## src/rtl/hazard_ctrl_pkg.sv

```systemverilog
// hazard_ctrl_pkg: shared pipeline-control types and constants.
//   state_t  : hazard controller FSM states
//   FWD_*    : EX operand forward-select encodings
//   LD_NONE  : load-type code meaning "not a load"
package hazard_ctrl_pkg;

    typedef enum logic [1:0] {
        ST_RUN      = 2'd0,
        ST_MD_BUSY  = 2'd1,
        ST_MEM_WAIT = 2'd2
    } state_t;

    localparam logic [1:0] FWD_RF  = 2'b00;
    localparam logic [1:0] FWD_MEM = 2'b01;
    localparam logic [1:0] FWD_WB  = 2'b10;

    localparam logic [2:0] LD_NONE = 3'd0;

endpackage

```

## src/rtl/hazard_ctrl_sat_counter.sv

```systemverilog
// sat_counter: saturating up-counter for performance monitoring.
//   i_clk   : clock, rising edge
//   i_rst_n : async active-low reset, clears the count
//   i_inc   : add one this cycle
//   o_cnt   : current count, sticks at all-ones
module sat_counter #(
    parameter int CNT_W = 32
) (
    input  logic             i_clk,
    input  logic             i_rst_n,
    input  logic             i_inc,
    output logic [CNT_W-1:0] o_cnt
);

    logic [CNT_W-1:0] r_cnt;

    always_ff @(posedge i_clk or negedge i_rst_n) begin
        if (!i_rst_n)
            r_cnt <= '0;
        else if (i_inc && !(&r_cnt))
            r_cnt <= r_cnt + 1'b1;
    end

    assign o_cnt = r_cnt;

endmodule

```

## src/rtl/hazard_ctrl.sv

```systemverilog
// hazard_ctrl: 5-stage pipeline hazard control (stall/flush/forward + perf counters).
//   i_clk, i_rst_n                 : clock, async active-low reset
//   i_id_rs1/2, i_id_use_rs1/2     : ID-stage sources and whether they are read
//   i_ex_rs1/2, i_ex_rd            : EX-stage sources and destination
//   i_ex_read_mem                  : EX load type, nonzero means load
//   i_ex_redirect, i_ex_muldiv     : EX taken branch/jump, EX holds MUL/DIV
//   i_mem_rd/i_wb_rd, *_write_reg  : MEM/WB destinations and writeback enables
//   i_mem_req, i_mem_ready         : data-memory access in MEM, completes this cycle
//   o_*_hold                       : freeze PC / IF/ID / ID/EX / EX/MEM registers
//   o_*_flush                      : insert bubble into IF/ID / ID/EX / MEM/WB
//   o_fwd_rs1/2_sel                : EX operand source (regfile / MEM / WB)
//   o_stall_cnt, o_flush_cnt       : saturating stall and flush cycle counters
module hazard_ctrl
    import hazard_ctrl_pkg::*;
#(
    parameter int MULDIV_LAT = 4,
    parameter int CNT_W      = 32
) (
    input  logic             i_clk,
    input  logic             i_rst_n,
    input  logic [4:0]       i_id_rs1,
    input  logic [4:0]       i_id_rs2,
    input  logic             i_id_use_rs1,
    input  logic             i_id_use_rs2,
    input  logic [4:0]       i_ex_rs1,
    input  logic [4:0]       i_ex_rs2,
    input  logic [4:0]       i_ex_rd,
    input  logic [2:0]       i_ex_read_mem,
    input  logic             i_ex_redirect,
    input  logic             i_ex_muldiv,
    input  logic [4:0]       i_mem_rd,
    input  logic [4:0]       i_wb_rd,
    input  logic             i_mem_write_reg,
    input  logic             i_wb_write_reg,
    input  logic             i_mem_req,
    input  logic             i_mem_ready,
    output logic             o_pc_hold,
    output logic             o_if_id_hold,
    output logic             o_id_ex_hold,
    output logic             o_ex_mem_hold,
    output logic             o_if_id_flush,
    output logic             o_id_ex_flush,
    output logic             o_mem_wb_flush,
    output logic [1:0]       o_fwd_rs1_sel,
    output logic [1:0]       o_fwd_rs2_sel,
    output logic [CNT_W-1:0] o_stall_cnt,
    output logic [CNT_W-1:0] o_flush_cnt
);

    // md_cnt only has to hold MULDIV_LAT-2 (the hold cycles after the entry cycle)
    localparam int MD_W = (MULDIV_LAT > 2) ? $clog2(MULDIV_LAT - 1) : 1;
    localparam logic [MD_W-1:0] MD_INIT = MD_W'(MULDIV_LAT - 2);

    state_t          r_state, w_next;
    logic [MD_W-1:0] r_md_cnt, w_md_next;
    logic            w_load_use, w_mem_busy;
    logic            w_pc_hold, w_if_id_hold, w_id_ex_hold, w_ex_mem_hold;
    logic            w_if_id_flush, w_id_ex_flush, w_mem_wb_flush;

    assign w_mem_busy = i_mem_req && !i_mem_ready;
    assign w_load_use = (i_ex_read_mem != LD_NONE) && (i_ex_rd != 5'd0) &&
                        ((i_id_use_rs1 && i_id_rs1 == i_ex_rd) ||
                         (i_id_use_rs2 && i_id_rs2 == i_ex_rd));

    always_ff @(posedge i_clk or negedge i_rst_n) begin
        if (!i_rst_n) begin
            r_state  <= ST_RUN;
            r_md_cnt <= '0;
        end else begin
            r_state  <= w_next;
            r_md_cnt <= w_md_next;
        end
    end

    always_comb begin
        w_next         = r_state;
        w_md_next      = r_md_cnt;
        w_pc_hold      = 1'b0;
        w_if_id_hold   = 1'b0;
        w_id_ex_hold   = 1'b0;
        w_ex_mem_hold  = 1'b0;
        w_if_id_flush  = 1'b0;
        w_id_ex_flush  = 1'b0;
        w_mem_wb_flush = 1'b0;
        case (r_state)
            ST_MD_BUSY: begin
                // a memory wait freezes the whole pipe, MUL/DIV progress included
                if (w_mem_busy) begin
                    {w_pc_hold, w_if_id_hold, w_id_ex_hold, w_ex_mem_hold} = 4'hf;
                    w_mem_wb_flush = 1'b1;
                end else if (r_md_cnt != '0) begin
                    {w_pc_hold, w_if_id_hold, w_id_ex_hold} = 3'b111;
                    w_md_next = r_md_cnt - 1'b1;
                end else begin
                    // release cycle: ex_muldiv is still high for the same op, so ignore it
                    w_next = ST_RUN;
                end
            end
            default: begin
                // RUN and MEM_WAIT share the same rules: the cycle mem_ready arrives
                // is evaluated like RUN, so a pending redirect is acted on here
                w_next = ST_RUN;
                if (w_mem_busy) begin
                    {w_pc_hold, w_if_id_hold, w_id_ex_hold, w_ex_mem_hold} = 4'hf;
                    w_mem_wb_flush = 1'b1;
                    w_next         = ST_MEM_WAIT;
                end else if (i_ex_muldiv) begin
                    {w_pc_hold, w_if_id_hold, w_id_ex_hold} = 3'b111;
                    w_md_next = MD_INIT;
                    w_next    = ST_MD_BUSY;
                end else if (i_ex_redirect) begin
                    w_if_id_flush = 1'b1;
                    w_id_ex_flush = 1'b1;
                end else if (w_load_use) begin
                    w_pc_hold     = 1'b1;
                    w_if_id_hold  = 1'b1;
                    w_id_ex_flush = 1'b1;
                end
            end
        endcase
    end

    // reset drops every hold/flush immediately, without waiting for a clock
    assign o_pc_hold      = w_pc_hold      & i_rst_n;
    assign o_if_id_hold   = w_if_id_hold   & i_rst_n;
    assign o_id_ex_hold   = w_id_ex_hold   & i_rst_n;
    assign o_ex_mem_hold  = w_ex_mem_hold  & i_rst_n;
    assign o_if_id_flush  = w_if_id_flush  & i_rst_n;
    assign o_id_ex_flush  = w_id_ex_flush  & i_rst_n;
    assign o_mem_wb_flush = w_mem_wb_flush & i_rst_n;

    // MEM beats WB; x0 never forwards
    assign o_fwd_rs1_sel = (i_ex_rs1 == 5'd0)                       ? FWD_RF  :
                           (i_mem_write_reg && i_mem_rd == i_ex_rs1) ? FWD_MEM :
                           (i_wb_write_reg  && i_wb_rd  == i_ex_rs1) ? FWD_WB  : FWD_RF;
    assign o_fwd_rs2_sel = (i_ex_rs2 == 5'd0)                       ? FWD_RF  :
                           (i_mem_write_reg && i_mem_rd == i_ex_rs2) ? FWD_MEM :
                           (i_wb_write_reg  && i_wb_rd  == i_ex_rs2) ? FWD_WB  : FWD_RF;

    sat_counter #(.CNT_W(CNT_W)) u_stall_cnt (
        .i_clk   (i_clk),
        .i_rst_n (i_rst_n),
        .i_inc   (o_pc_hold),
        .o_cnt   (o_stall_cnt)
    );

    sat_counter #(.CNT_W(CNT_W)) u_flush_cnt (
        .i_clk   (i_clk),
        .i_rst_n (i_rst_n),
        .i_inc   (o_if_id_flush | o_id_ex_flush),
        .o_cnt   (o_flush_cnt)
    );

endmodule

```

## config.mk

```make
export PLATFORM = sky130hd
export DESIGN_NAME = hazard_ctrl
export DESIGN_NICKNAME = d
export VERILOG_FILES = /design/src/rtl/hazard_ctrl_pkg.sv /design/src/rtl/hazard_ctrl_sat_counter.sv /design/src/rtl/hazard_ctrl.sv
export SDC_FILE = /design/constraint.sdc
export NUM_CORES = 1
export LEC_CHECK = 0
export BUFFER_PORTS_ARGS = -buffer_cell sky130_fd_sc_hd__buf_2
export CORE_MARGIN = 2
export CORE_UTILIZATION = 41
export DETAILED_ROUTE_END_ITERATION = 16
export GPL_TIMING_DRIVEN = 0
export PLACE_DENSITY = 0.66
export SETUP_SLACK_MARGIN = 0.2
export SYNTH_ARGS = -nofsm -noshare
export SYNTH_HDL_FRONTEND = slang
export SYNTH_SLANG_ARGS = --single-unit
export TNS_END_PERCENT = 30
```

## constraint.sdc

```tcl
create_clock -name i_clk -period 3.79 [get_ports i_clk]
set_clock_uncertainty 0.05 [all_clocks]
set_input_delay 0.5685 -clock i_clk [delete_from_list [all_inputs] [get_ports i_clk]]
set_output_delay 0.5685 -clock i_clk [all_outputs]
set_load 0.005 [all_outputs]
```

After elaboration in Yosys (flattened, before gate mapping)
Cells that the tools add are included.
- flip-flop bits (word level): 68
- input bits: 48
- output and inout bits: 75
- logic and storage cells: 84
- $add $sub $neg: 3
- eq/ne operators: 10
- multiplexer cells: 35
- bitwise operators: 7
- reduce and logical (&&, ||, !) cells: 25
- operators with widths (kind ; number):
    adder 32 x 1 -> 32 bit (second input constant) ; 2
    AND reduction 32 bit ; 2
    equality test 5 bit ; 6
    2-to-1 mux 2 bit ; 15
    2-to-1 mux 1 bit ; 20
    logical AND 1 bit ; 11
    logical NOT 5 bit ; 2
    inequality test 2 bit (second input constant) ; 3
    bitwise AND 1 bit ; 5
    nonzero test 5 bit ; 1
    nonzero test 2 bit ; 2
    logical NOT 1 bit ; 3
    AND reduction 3 bit ; 1
    nonzero test 3 bit ; 1
    equality test 2 x 1 -> 1 bit (second input constant) ; 1
    AND reduction 2 bit ; 1
    subtractor 2 x 1 -> 2 bit (second input constant) ; 1
    logical OR 1 bit ; 1
    inverter 1 bit ; 1
    OR 1 bit ; 1

Logic depth before layout (Yosys ltp)
Gate-level depths: netlist of the first run.
- depth after elaboration: 12
- depth in mapped cells: 9
- depth with buffers taken out: 8

Cells and area by module
Synthesis of the first run repeated with hierarchy kept, for this count alone.
- cells, all modules: 382
- area total of the unflattened synthesis: 3898.7 µm²
- modules (own cells, without submodules) (module ; times used ; cells an instance ; area each (µm²) ; seq. area each (µm²)):
    sat_counter (u_stall_cnt) ; 1 ; 148 ; 1596.5 ; 800.8
    sat_counter (u_flush_cnt) ; 1 ; 146 ; 1580.3 ; 800.8
    hazard_ctrl ; 1 ; 88 ; 721.9 ; 100.1

Least setup slack after synthesis of the first run
Ideal clock, no wire load.
- path kind: input to register
- start point: input port i_ex_rd[1]
- end point: register u_flush_cnt.r_cnt[1] (netlist: u_flush_cnt.o_cnt[1])
- arrival: 2.214 ns
- required time: 3.615 ns
- slack: 1.402 ns
- stages: 7
- cells stage by stage: or4_1 > o32a_1 > o21ai_1 > or3_1 > clkbuf_1 > buf_2 > mux2_2
- longest elaborated chain between the ends: 12
- elaborated cells on any way between the ends: 16
- those cells by class: eq/ne (2); mux (5); bitwise (2); reduce/logical (7)
- RTL lines (what ; line ; source):
    start, declared ; hazard_ctrl.sv:27 ; input logic [4:0] i_ex_rd,
    equality test 5 bit (on tied branches) ; hazard_ctrl.sv:62, hazard_ctrl.sv:63 ;
    logical AND 1 bit (on tied branches) ; hazard_ctrl.sv:62, hazard_ctrl.sv:63 ;
    logical OR 1 bit ; hazard_ctrl.sv:62 ; ((i_id_use_rs1 && i_id_rs1 == i_ex_rd) ||
    logical AND 1 bit (*) ; hazard_ctrl.sv:61 ; assign w_load_use = (i_ex_read_mem != LD_NONE) && (i_ex_rd != 5'd0) &&
    2-to-1 mux 1 bit (*) ; hazard_ctrl.sv:114 ; end else if (w_load_use) begin
    2-to-1 mux 1 bit (*) ; hazard_ctrl.sv:111 ; end else if (i_ex_redirect) begin
    2-to-1 mux 1 bit (*) ; hazard_ctrl.sv:107 ; end else if (i_ex_muldiv) begin
    2-to-1 mux 1 bit (*) ; hazard_ctrl.sv:103 ; if (w_mem_busy) begin
    2-to-1 mux 1 bit (*) ; hazard_ctrl.sv:85 ; case (r_state)
    bitwise AND 1 bit (*) ; hazard_ctrl.sv:129 ; assign o_id_ex_flush = w_id_ex_flush & i_rst_n;
    OR 1 bit (*) ; hazard_ctrl.sv:150 ; .i_inc (o_if_id_flush | o_id_ex_flush),
    logical AND 1 bit (*) ; hazard_ctrl_sat_counter.sv:20 ; else if (i_inc && !(&r_cnt))
    end signal, assigned ; hazard_ctrl_sat_counter.sv:21 ; r_cnt <= r_cnt + 1'b1;
    end, declared ; hazard_ctrl_sat_counter.sv:15 ; logic [CNT_W-1:0] r_cnt;
Mark *: on every way between the ends. The rest lies on a longest branch, timed or not.
A chain may end at the register's enable or synchronous reset.

Worst setup path in the final report of the first run
- start point: register u_stall_cnt.r_cnt[6] (netlist: u_stall_cnt.o_cnt[6])
- end point: register u_stall_cnt.r_cnt[1] (netlist: u_stall_cnt.o_cnt[1])
- longest elaborated chain between the ends: 3
- RTL lines (what ; line):
    start, declared ; hazard_ctrl_sat_counter.sv:15
    start signal, assigned ; hazard_ctrl_sat_counter.sv:21
    AND reduction 32 bit ; hazard_ctrl_sat_counter.sv:20
    logical NOT 1 bit ; hazard_ctrl_sat_counter.sv:20
    logical AND 1 bit ; hazard_ctrl_sat_counter.sv:20
No other way between the ends.

==> results of run 1 <==
power groups by stage:
stage	Clock, mW	Combinational, mW	Sequential [mW]
floorplan	0	0.261	0.882
global placement	0	0.440	0.888
detailed placement	0	0.453	0.892
CTS	0.690	0.454	0.878
global route	0.729	0.507	0.891
finish	0.680	0.447	0.877
critical path: stages (launching register included):
cell	delay, ps
dfrtp_1	420
nand4_1	370
nor3_1	830
nand4bb_1	200
o211ai_1	230
buf_2	330
mux2_2	360
synthesized netlist by cell type (2+ instances only):
cell,number
nand3_1,25
buf_4,2
nor2b_1,2
o21ai_1,2
or3_1,2
and4_1,7
and3_1,6
nand2_1,34
buf_2,7
nor2_1,25
nor3_1,25
o22ai_1,2
ha_1,3
xnor2_1,27
or4_1,4
xor2_1,62
a211oi_1,2
nand2b_1,3
dfrtp_1,68
o21a_1,2
nand4_1,10
nor4_1,18
nor4_2,8
a21oi_1,3
or2_2,2
inv_1,19
mux2_2,2
worst max path at each step:
stage	to	startpoint	cells after the start	slack, ps
3_3_place_gp	u_flush_cnt.o_cnt[25]	i_rst_n	8	3
3_5_place_dp	u_flush_cnt.o_cnt[25]	i_rst_n	8	530
5_1_grt	u_flush_cnt.o_cnt[31]	i_rst_n	9	650
4_1_cts	o_pc_hold	i_rst_n	6	880
2_1_floorplan	u_flush_cnt.o_cnt[1]	i_ex_rd[1]	7	1400
6_report	u_stall_cnt.o_cnt[1]	u_stall_cnt.o_cnt[6]	6	880
per-layer routing:
layer	part of all wire (%)	wire, um	GRT usage, %
met5	0	0	0
met4	1.7	156	6.445
met3	5.6	527	5.314
met2	48	4512	30.01
met1	45	4230	24.57
flip-flops by register name, indices dropped and copies added (netlist names):
register and count:
u_stall_cnt.o_cnt 32, r_state 2, u_flush_cnt.o_cnt 32, r_md_cnt 2
layout by cell type (no fill, tap or decap), drive strengths merged, types with 3 or more instances in the layout:
cell type / instances
buf: 132
dfrtp: 68
xor2: 62
nand2: 34
xnor2: 28
nor4: 26
nor2: 25
nor3: 25
nand3: 25
inv: 20
clkbuf: 12
nand4: 11
and4: 7
and3: 6
or4: 4
nand2b: 3
a21oi: 3
ha: 3
o21ai: 3
or2: 3
cells by family (layout without fill, tap and decap cells):
| group | count (synthesis) | after routing | share of synthesized area [%] |
|---|---|---|---|
| xor gates and xnor gates | 90 | 90 | 20.50 |
| and+or+nand+nor | 182 | 182 | 26.88 |
| AOI/OAI and AO/OA | 19 | 19 | 3.480 |
| DFF | 68 | 68 | 43.83 |
| muxes | 3 | 3 | 0.8379 |
| buffers and inverters | 30 | 168 | 3.512 |
| adders and majority gates | 3 | 3 | 0.9669 |
metrics by stage:
stage | instances | hold WS (ps) | utilization (%)
floorplan | 395 | 222.9 | -
global placement | 628 | 419.6 | 50.37
detailed placement | 628 | 423.8 | 50.39
CTS | 644 | 320.8 | 52.84
global route | 644 | 358.2 | 52.84
finish | 644 | 290.1 | 52.84
final cells by class:
type,instances,share of cell area (%)
Clock buffer,11,2.909
Timing Repair Buffer,122,12.62
Inverter,19,1.468
Tap cell,111,2.858
Multi-Input combinational cell,297,42.07
Sequential cell,68,35.02
Buffer,11,1.339
Clock inverter,5,1.725
==> impl_metrics.tcl, run 1 <==
set metrics [dict create \
    outcome "complete, no violations" \
    wl_per_cell_um 14.64 \
    switching_share_pct 30.66 \
    place.gp.congestion 0.8648 \
    cts_hold_buf 0 \
    power.total_mw 2.004 \
    die_w_um 101.3 \
    startpoint_type "register" \
    multi_input_area_um2 2044 \
    cts_buffers 9 \
    die_area_um2 10260 \
    critPathKind "register to register" \
    p_sw_uw 614.6 \
    h-tree-depth 3 \
    final_nets 579 \
    n_fill_cell 870 \
    cts_tree "yes" \
    worst-r2r-cell-count 6 \
    worstSkewPairLatency_ps 350 \
    p_seq_share_pct 43.7 \
    cts_setup_buffers 0 \
    cts_sinks 68 \
    syn_area_um2 3882 \
    period_needed_ps 2913 \
    area_growth_pct 25.17 \
    syn_nets 446 \
    fin_crit_sh_pct 76.85 \
    power.internal_mw 1.390 \
    io_buffer_count 122 \
    rrSetupSlack_ps 880 \
    combPwrFrac_pct 22.3 \
    clockRootBuffer "clkbuf_8" \
    pwr_density_cell_nw_per_um2 412.4 \
    critPathCaptureType "register" \
    yosys_warnings 0 \
    synth_cell_types 50 \
    overflow 0 \
    finalSetupTns_ps 0 \
    synth-async-reset-ratio_pct 100.0 \
    rows 35 \
    avgViaCountPerCell 5.306 \
    dpl_cell_area_um2 4634 \
    rr_endpoint "u_stall_cnt.o_cnt[1]" \
    worst_slew_pin_slew_ps 902.4 \
    first_pass_iters 4 \
    die_y_um 101.3 \
    postRouteAntennaNets 0 \
    grt_pass1_vias 3244 \
    n_antenna_cell 0 \
    synth_seq_area_share_pct 43.83 \
    layout-drive-gt1-share_pct 30.58 \
    finalWorstSetupSlack_ps 877.4 \
    slew_violations 0 \
    antenna_found_initial 0 \
    routed_wl_um 9427 \
    via_count 3417 \
    synth_seq_cells 68 \
    groute.usage.overall_pct 18.77 \
    synth_edf_count 0 \
    post_cts_resized 0 \
    cts.clk_slew.worst_paths_ps 80 \
    avgSynthCellArea_um2 9.829 \
    hold_viol 0 \
    synth.area.top_cells "dfrtp_1, xor2_1, xnor2_1, nand2_1, nand3_1" \
    worstPathArrival_ps 3110 \
    io_pins 123 \
    regToRegStartpoint "u_stall_cnt.o_cnt[6]" \
    dpl.hpwl_um 6968 \
    finalSetupViolCount 0 \
    drc 0 \
    cts_buffer_depth 2 \
    synth_top_cell_by_area "dfrtp_1" \
    synth_top_area_share_pct 43.83 \
    fmax_mhz 343.3 \
    regArea_um2 1702 \
    grt_max_degree 73 \
    ir_drop_mv 0.1878 \
    drt_iter0_drc 132 \
    maxCapViolations 0 \
    coreArea_um2 9196 \
    initial_core_util_pct 42.22 \
    leakage_nw 2.491 \
    place_ws_ps 526.7 \
    fin_area_um2 4860 \
    required_ps 3980 \
    crit_path_max_fanout 10 \
    ys.flop_type "dfrtp_1" \
    grt_pass1_wl_um 15200 \
    clkPwrFrac_pct 33.9 \
    rsz0062_at_grt "no" \
    hp-class "input pin to async pin" \
    postSynthCellCount 395 \
    maxSlewHeadroom_pct 39.84 \
]
Power figures use the tool's default switching activity.
==> run 2, diff against run 1 <==
- clock period: 3.79 -> 2.7 ns (I/O delays scaled with it)
==> run 2 against run 1 <==
  * The flow now finishes with violations (negative hold slack)
  * Critical path depth is 1 higher
  * Flip-flop and latch count unchanged
  * Hold slack got worse by 390 ps
  * Largest cell class unchanged
  * Clock power is 40% higher
  * Routed wire length up 0.16%
  * Global-route usage about the same
==> impl_metrics.tcl, run 2 (synthesis results as in run 1) <==
set metrics [dict create \
    final_nets 582 \
    critPathCaptureType "register" \
    drt_iter0_drc 104 \
    ir_drop_mv 0.2610 \
    worstPathCellList "and4_1 -> nand3_1 -> nor4_1 -> or3_1 -> clkbuf_1 -> buf_2 -> mux2_2" \
    io_pins 123 \
    die_area_um2 10260 \
    post-route-util_pct 53.51 \
    n_antenna_cell 0 \
    groute.usage.overall_pct 18.76 \
    drc 0 \
    maxCapViolations 0 \
    cts_sinks 68 \
    required_ps 2870 \
    multi_input_area_um2 2068 \
    routed_wl_um 9442 \
    layout_commonest_cell "buf_2" \
    worstPathArrival_ps 2540 \
    coreArea_um2 9196 \
    critPathMaxStageDelay_ps 420 \
    cts_hold_buf 0 \
    place_ws_ps -399.8 \
    finalWorstSetupSlack_ps 335.1 \
    rrSetupSlack_ps 340 \
    die_y_um 101.3 \
    pwr_density_cell_nw_per_um2 580.0 \
    cts_tree "yes" \
    die_w_um 101.3 \
    rsz0062_at_grt "yes" \
    rows 35 \
    hold_viol 68 \
    worst-r2r-cell-count 7 \
    antenna_found_initial 0 \
    cts_buffers 9 \
    h-tree-depth 3 \
    critPathKind "register to register" \
    first_pass_iters 4 \
    clockRootBuffer "clkbuf_8" \
    hold-worst-slack_ps -96.85 \
    leakage_nw 2.526 \
    layout_common_cells "buf_2, dfrtp_1, xor2_1, nand2_1, xnor2_1" \
    area_growth_pct 26.75 \
    avgViaCountPerCell 5.263 \
    n_fill_cell 869 \
    period_needed_ps 2365 \
    grt_pass1_wl_um 15190 \
    outcome "complete, but fails checks" \
    cpMaxStageDelayCell "dfrtp_1" \
    fin_crit_sh_pct 87.59 \
    worstSkewPairLatency_ps 350 \
    place.gp.congestion 0.8648 \
    grt_max_degree 73 \
    cts_buffer_depth 2 \
    maxSlewHeadroom_pct 70.68 \
    via_count 3405 \
    fmax_mhz 422.9 \
    initial_core_util_pct 42.22 \
    io_buffer_count 122 \
    violations "negative hold slack" \
    regArea_um2 1702 \
    cts.clk_slew.worst_paths_ps 80 \
    regToRegStartpoint "u_flush_cnt.o_cnt[16]" \
    worst_slew_pin_slew_ps 435.7 \
    hp-class "input pin to async pin" \
    slew_violations 0 \
    grt_pass1_vias 3244 \
    startpoint_type "register" \
    finalSetupViolCount 0 \
    overflow 0 \
    wl_per_cell_um 14.59 \
    rr_endpoint "u_flush_cnt.o_cnt[1]" \
    dpl.hpwl_um 6968 \
    layout-drive-gt1-share_pct 31.34 \
    postRouteAntennaNets 0 \
    crit_path_max_fanout 10 \
]
[run 2: critical path: cells and delay by family, from the launching register on]
| kind | cells | cell delay (ps) |
|---|---|---|
| multiplexers | 1 | 360 |
| buffers and inverters | 2 | 440 |
| flip-flops | 1 | 420 |
| AND/OR/NAND/NOR | 4 | 980 |
[run 2: stage by stage]
stage	cell area (um^2)	instances	power, mW	hold WS, ps	setup TNS [ps]
after detailed placement	4634	628	1.888	423.8	-11260
after global routing	4921	647	3.035	-86.57	0
final	4921	647	2.854	-96.85	0
after CTS	4877	644	2.845	29.12	0
after global placement	4632	628	1.865	419.6	-45100
after floorplan	3882	395	1.605	59.41	0
[run 2: worst max-delay path by stage]
stage | from | to | slack (ps) | cells past startpoint
finish | u_flush_cnt.o_cnt[16] | u_flush_cnt.o_cnt[1] | 340 | 7
global route | u_flush_cnt.o_cnt[16] | u_flush_cnt.o_cnt[1] | 140 | 7
CTS | r_md_cnt[0] | o_pc_hold | 160 | 7
detailed placement | i_rst_n | u_flush_cnt.o_cnt[25] | -400 | 8
global placement | i_rst_n | u_flush_cnt.o_cnt[25] | -920 | 8
floorplan | i_ex_rd[1] | u_flush_cnt.o_cnt[1] | 480 | 7
[run 2: repair_timing]
| action | CTS | global route |
|---|---|---|
| setup buffers | 0 | 3 |
| gates resized for setup | 4 | 6 |
| endpoints found under the setup margin | 63 | 62 |
| pin swaps | 1 | 3 |
| endpoints found under the hold margin | 0 | 68 |
[run 2: routing by layer]
metal | up-vias | GRT usage [%] | wire length (um)
met4 | 0 | 6.445 | 156
li1 | 1653 | - | -
met3 | 12 | 5.314 | 500
met2 | 85 | 29.95 | 4585
met1 | 1655 | 24.59 | 4199
met5 | - | 0 | 0
[run 2: final cells by class]
class | count | share of cell area [%]
flip-flops and latches | 68 | 34.58
well taps | 111 | 2.822
clock inverters | 5 | 1.704
clock buffers | 11 | 2.873
repair buffers | 125 | 13.17
multi-input cells | 297 | 42.03
plain buffers | 11 | 1.373
inverters | 19 | 1.449
[run 2: power breakdown]
group	internal, mW	total [mW]	switching [mW]	leakage, nW
clock network	0.549	0.950	0.402	0.106
registers	1.12	1.23	0.113	0.870
logic	0.314	0.672	0.358	1.55
==> run 3, diff against run 2 <==
- CORE_ASPECT_RATIO: unset -> 1.2
==> run 3 against run 2 <==
  * The flow now finishes without violations
  * Design area up 0.33%
  * Worst setup slack worse by 33 ps
  * Non-clock buffer count up 5
  * Power down 7.2%
==> impl_metrics.tcl, run 3 (synthesis results as in run 1) <==
set metrics [dict create \
    outcome "complete, no violations" \
    fmax_mhz 417.1 \
    combPwrFrac_pct 25.4 \
    area_growth_pct 27.17 \
    grt_pass1_wl_um 16100 \
    drt_iter0_drc 88 \
    drc 0 \
    finalSetupViolCount 0 \
    p_sw_uw 863.8 \
    slew_violations 0 \
    routed_wl_um 9707 \
    dpl_cell_area_um2 4673 \
    overflow 0 \
    rsz0062_at_grt "yes" \
    layout-drive-gt1-share_pct 31.98 \
    grt_max_degree 72 \
    critPathMaxStageDelay_ps 440 \
    first_pass_iters 4 \
    path_delay_family "simple AND/OR/NAND/NOR gates" \
    required_ps 2880 \
    cts.clk_slew.worst_paths_ps 70 \
    startpoint_type "register" \
    ir_drop_mv 0.2524 \
    layout_commonest_cell "buf_2" \
    maxSlewHeadroom_pct 74.46 \
    power.total_mw 2.650 \
    die_y_um 110.6 \
    cts_tree "yes" \
    hold_viol 0 \
    fin_area_um2 4937 \
    wl_per_cell_um 14.69 \
    maxCapViolations 0 \
    groute.usage.overall_pct 19.14 \
    place.gp.congestion 0.8749 \
    cts_buffers 9 \
    die_w_um 92.83 \
    layout_common_cells "buf_2, dfrtp_1, xor2_1, nand2_1, xnor2_1" \
    clkPwrFrac_pct 28.0 \
    antenna_found_initial 0 \
    switching_share_pct 32.60 \
    worstPathCellList "and4_1 -> nand4_2 -> nor4_1 -> or3_1 -> clkbuf_1 -> clkbuf_4 -> mux2_2" \
    power.internal_mw 1.786 \
    cpMaxStageDelayCell "dfrtp_1" \
    initial_core_util_pct 42.53 \
    crit_path_max_fanout 10 \
    postRouteAntennaNets 0 \
    avgViaCountPerCell 5.192 \
    n_antenna_cell 0 \
    leakage_nw 2.541 \
    die_area_um2 10270 \
    clockRootBuffer "clkbuf_8" \
    rows 38 \
    grt_pass1_vias 3440 \
    io_pins 123 \
    worst_slew_pin_slew_ps 379.9 \
    cts_sinks 68 \
    h-tree-depth 3 \
    hp-class "input pin to async pin" \
    post-route-util_pct 54.08 \
    worstPathArrival_ps 2580 \
    final_nets 587 \
    io_buffer_count 122 \
    final-instance-count-excl-fill 661 \
    critPathKind "register to register" \
    hold-worst-slack_ps 10.25 \
    dp.cells 638 \
    worstSkewPairLatency_ps 340 \
    fin_crit_sh_pct 88.80 \
    dpl.hpwl_um 7158 \
    coreArea_um2 9129 \
    startpoint "u_flush_cnt.o_cnt[4]" \
    regToRegStartpoint "u_flush_cnt.o_cnt[4]" \
    pwr_density_cell_nw_per_um2 536.7 \
    p_seq_share_pct 46.6 \
    via_count 3432 \
    n_fill_cell 872 \
    critPathCaptureType "register" \
    cp_num_buf_inv 2 \
    period_needed_ps 2398 \
    cts_buffer_depth 2 \
]
## run 3: final cells by class
| class | count | area, um^2 | share of cell area (%) |
|---|---|---|---|
| clock buffers | 11 | 141.4 | 2.864 |
| flip-flops and latches | 68 | 1702 | 34.47 |
| repair buffers | 130 | 713.2 | 14.44 |
| well taps | 120 | 150.1 | 3.041 |
| inverters | 19 | 71.32 | 1.444 |
| plain buffers | 11 | 67.56 | 1.368 |
| clock inverters | 5 | 27.53 | 0.5575 |
| multi-input cells | 297 | 2064 | 41.81 |
## run 3: through the flow
step                      worst slack [ps]  TNS, ps
after floorplan                      475.2        0
after global placement              -968.5   -47680
after detailed placement            -185.7    -1592
after CTS                            213.6        0
after global routing                 130.7        0
final                                302.5        0
## run 3: path summary, 6_finish.rpt
| path | endpoint | slack (ps) | cells past startpoint |
|---|---|---|---|
| max in group asynchronous | u_flush_cnt.o_cnt[23] | 2120 | 2 |
| max | u_flush_cnt.o_cnt[1] | 300 | 7 |
| min in group i_clk | r_state[0] | 350 | 3 |
| min reg2reg | u_flush_cnt.o_cnt[18] | 440 | 1 |
| min | r_md_cnt[0] | 10 | 2 |
| max reg2reg | u_flush_cnt.o_cnt[1] | 300 | 7 |
## run 3: what timing repair did
item | 4_1_cts | 5_1_grt
hold endpoints to repair | 1 | 0
pin swaps | 1 | 3
endpoints found under the setup margin | 31 | 40
buffers inserted | 3 | 2
hold buffers | 1 | 0
resized for setup | 2 | 3
gates cloned | 0 | 1
## run 3: layer usage
metal	track usage, %	up-vias	share of wire, %
li1	-	1667	-
met5	0	-	0
met3	3.070	14	4.3
met2	32.66	84	51
met1	24.52	1667	43
met4	6.373	0	1.6
## run 3: power groups by stage
stage / logic [mW] / clock network, mW / registers (mW)
after floorplan: 0.366 / 0 / 1.24
after global placement: 0.616 / 0 / 1.24
after detailed placement: 0.650 / 0 / 1.25
after CTS: 0.678 / 0.764 / 1.23
after global routing: 0.758 / 0.807 / 1.25
final: 0.674 / 0.741 / 1.23
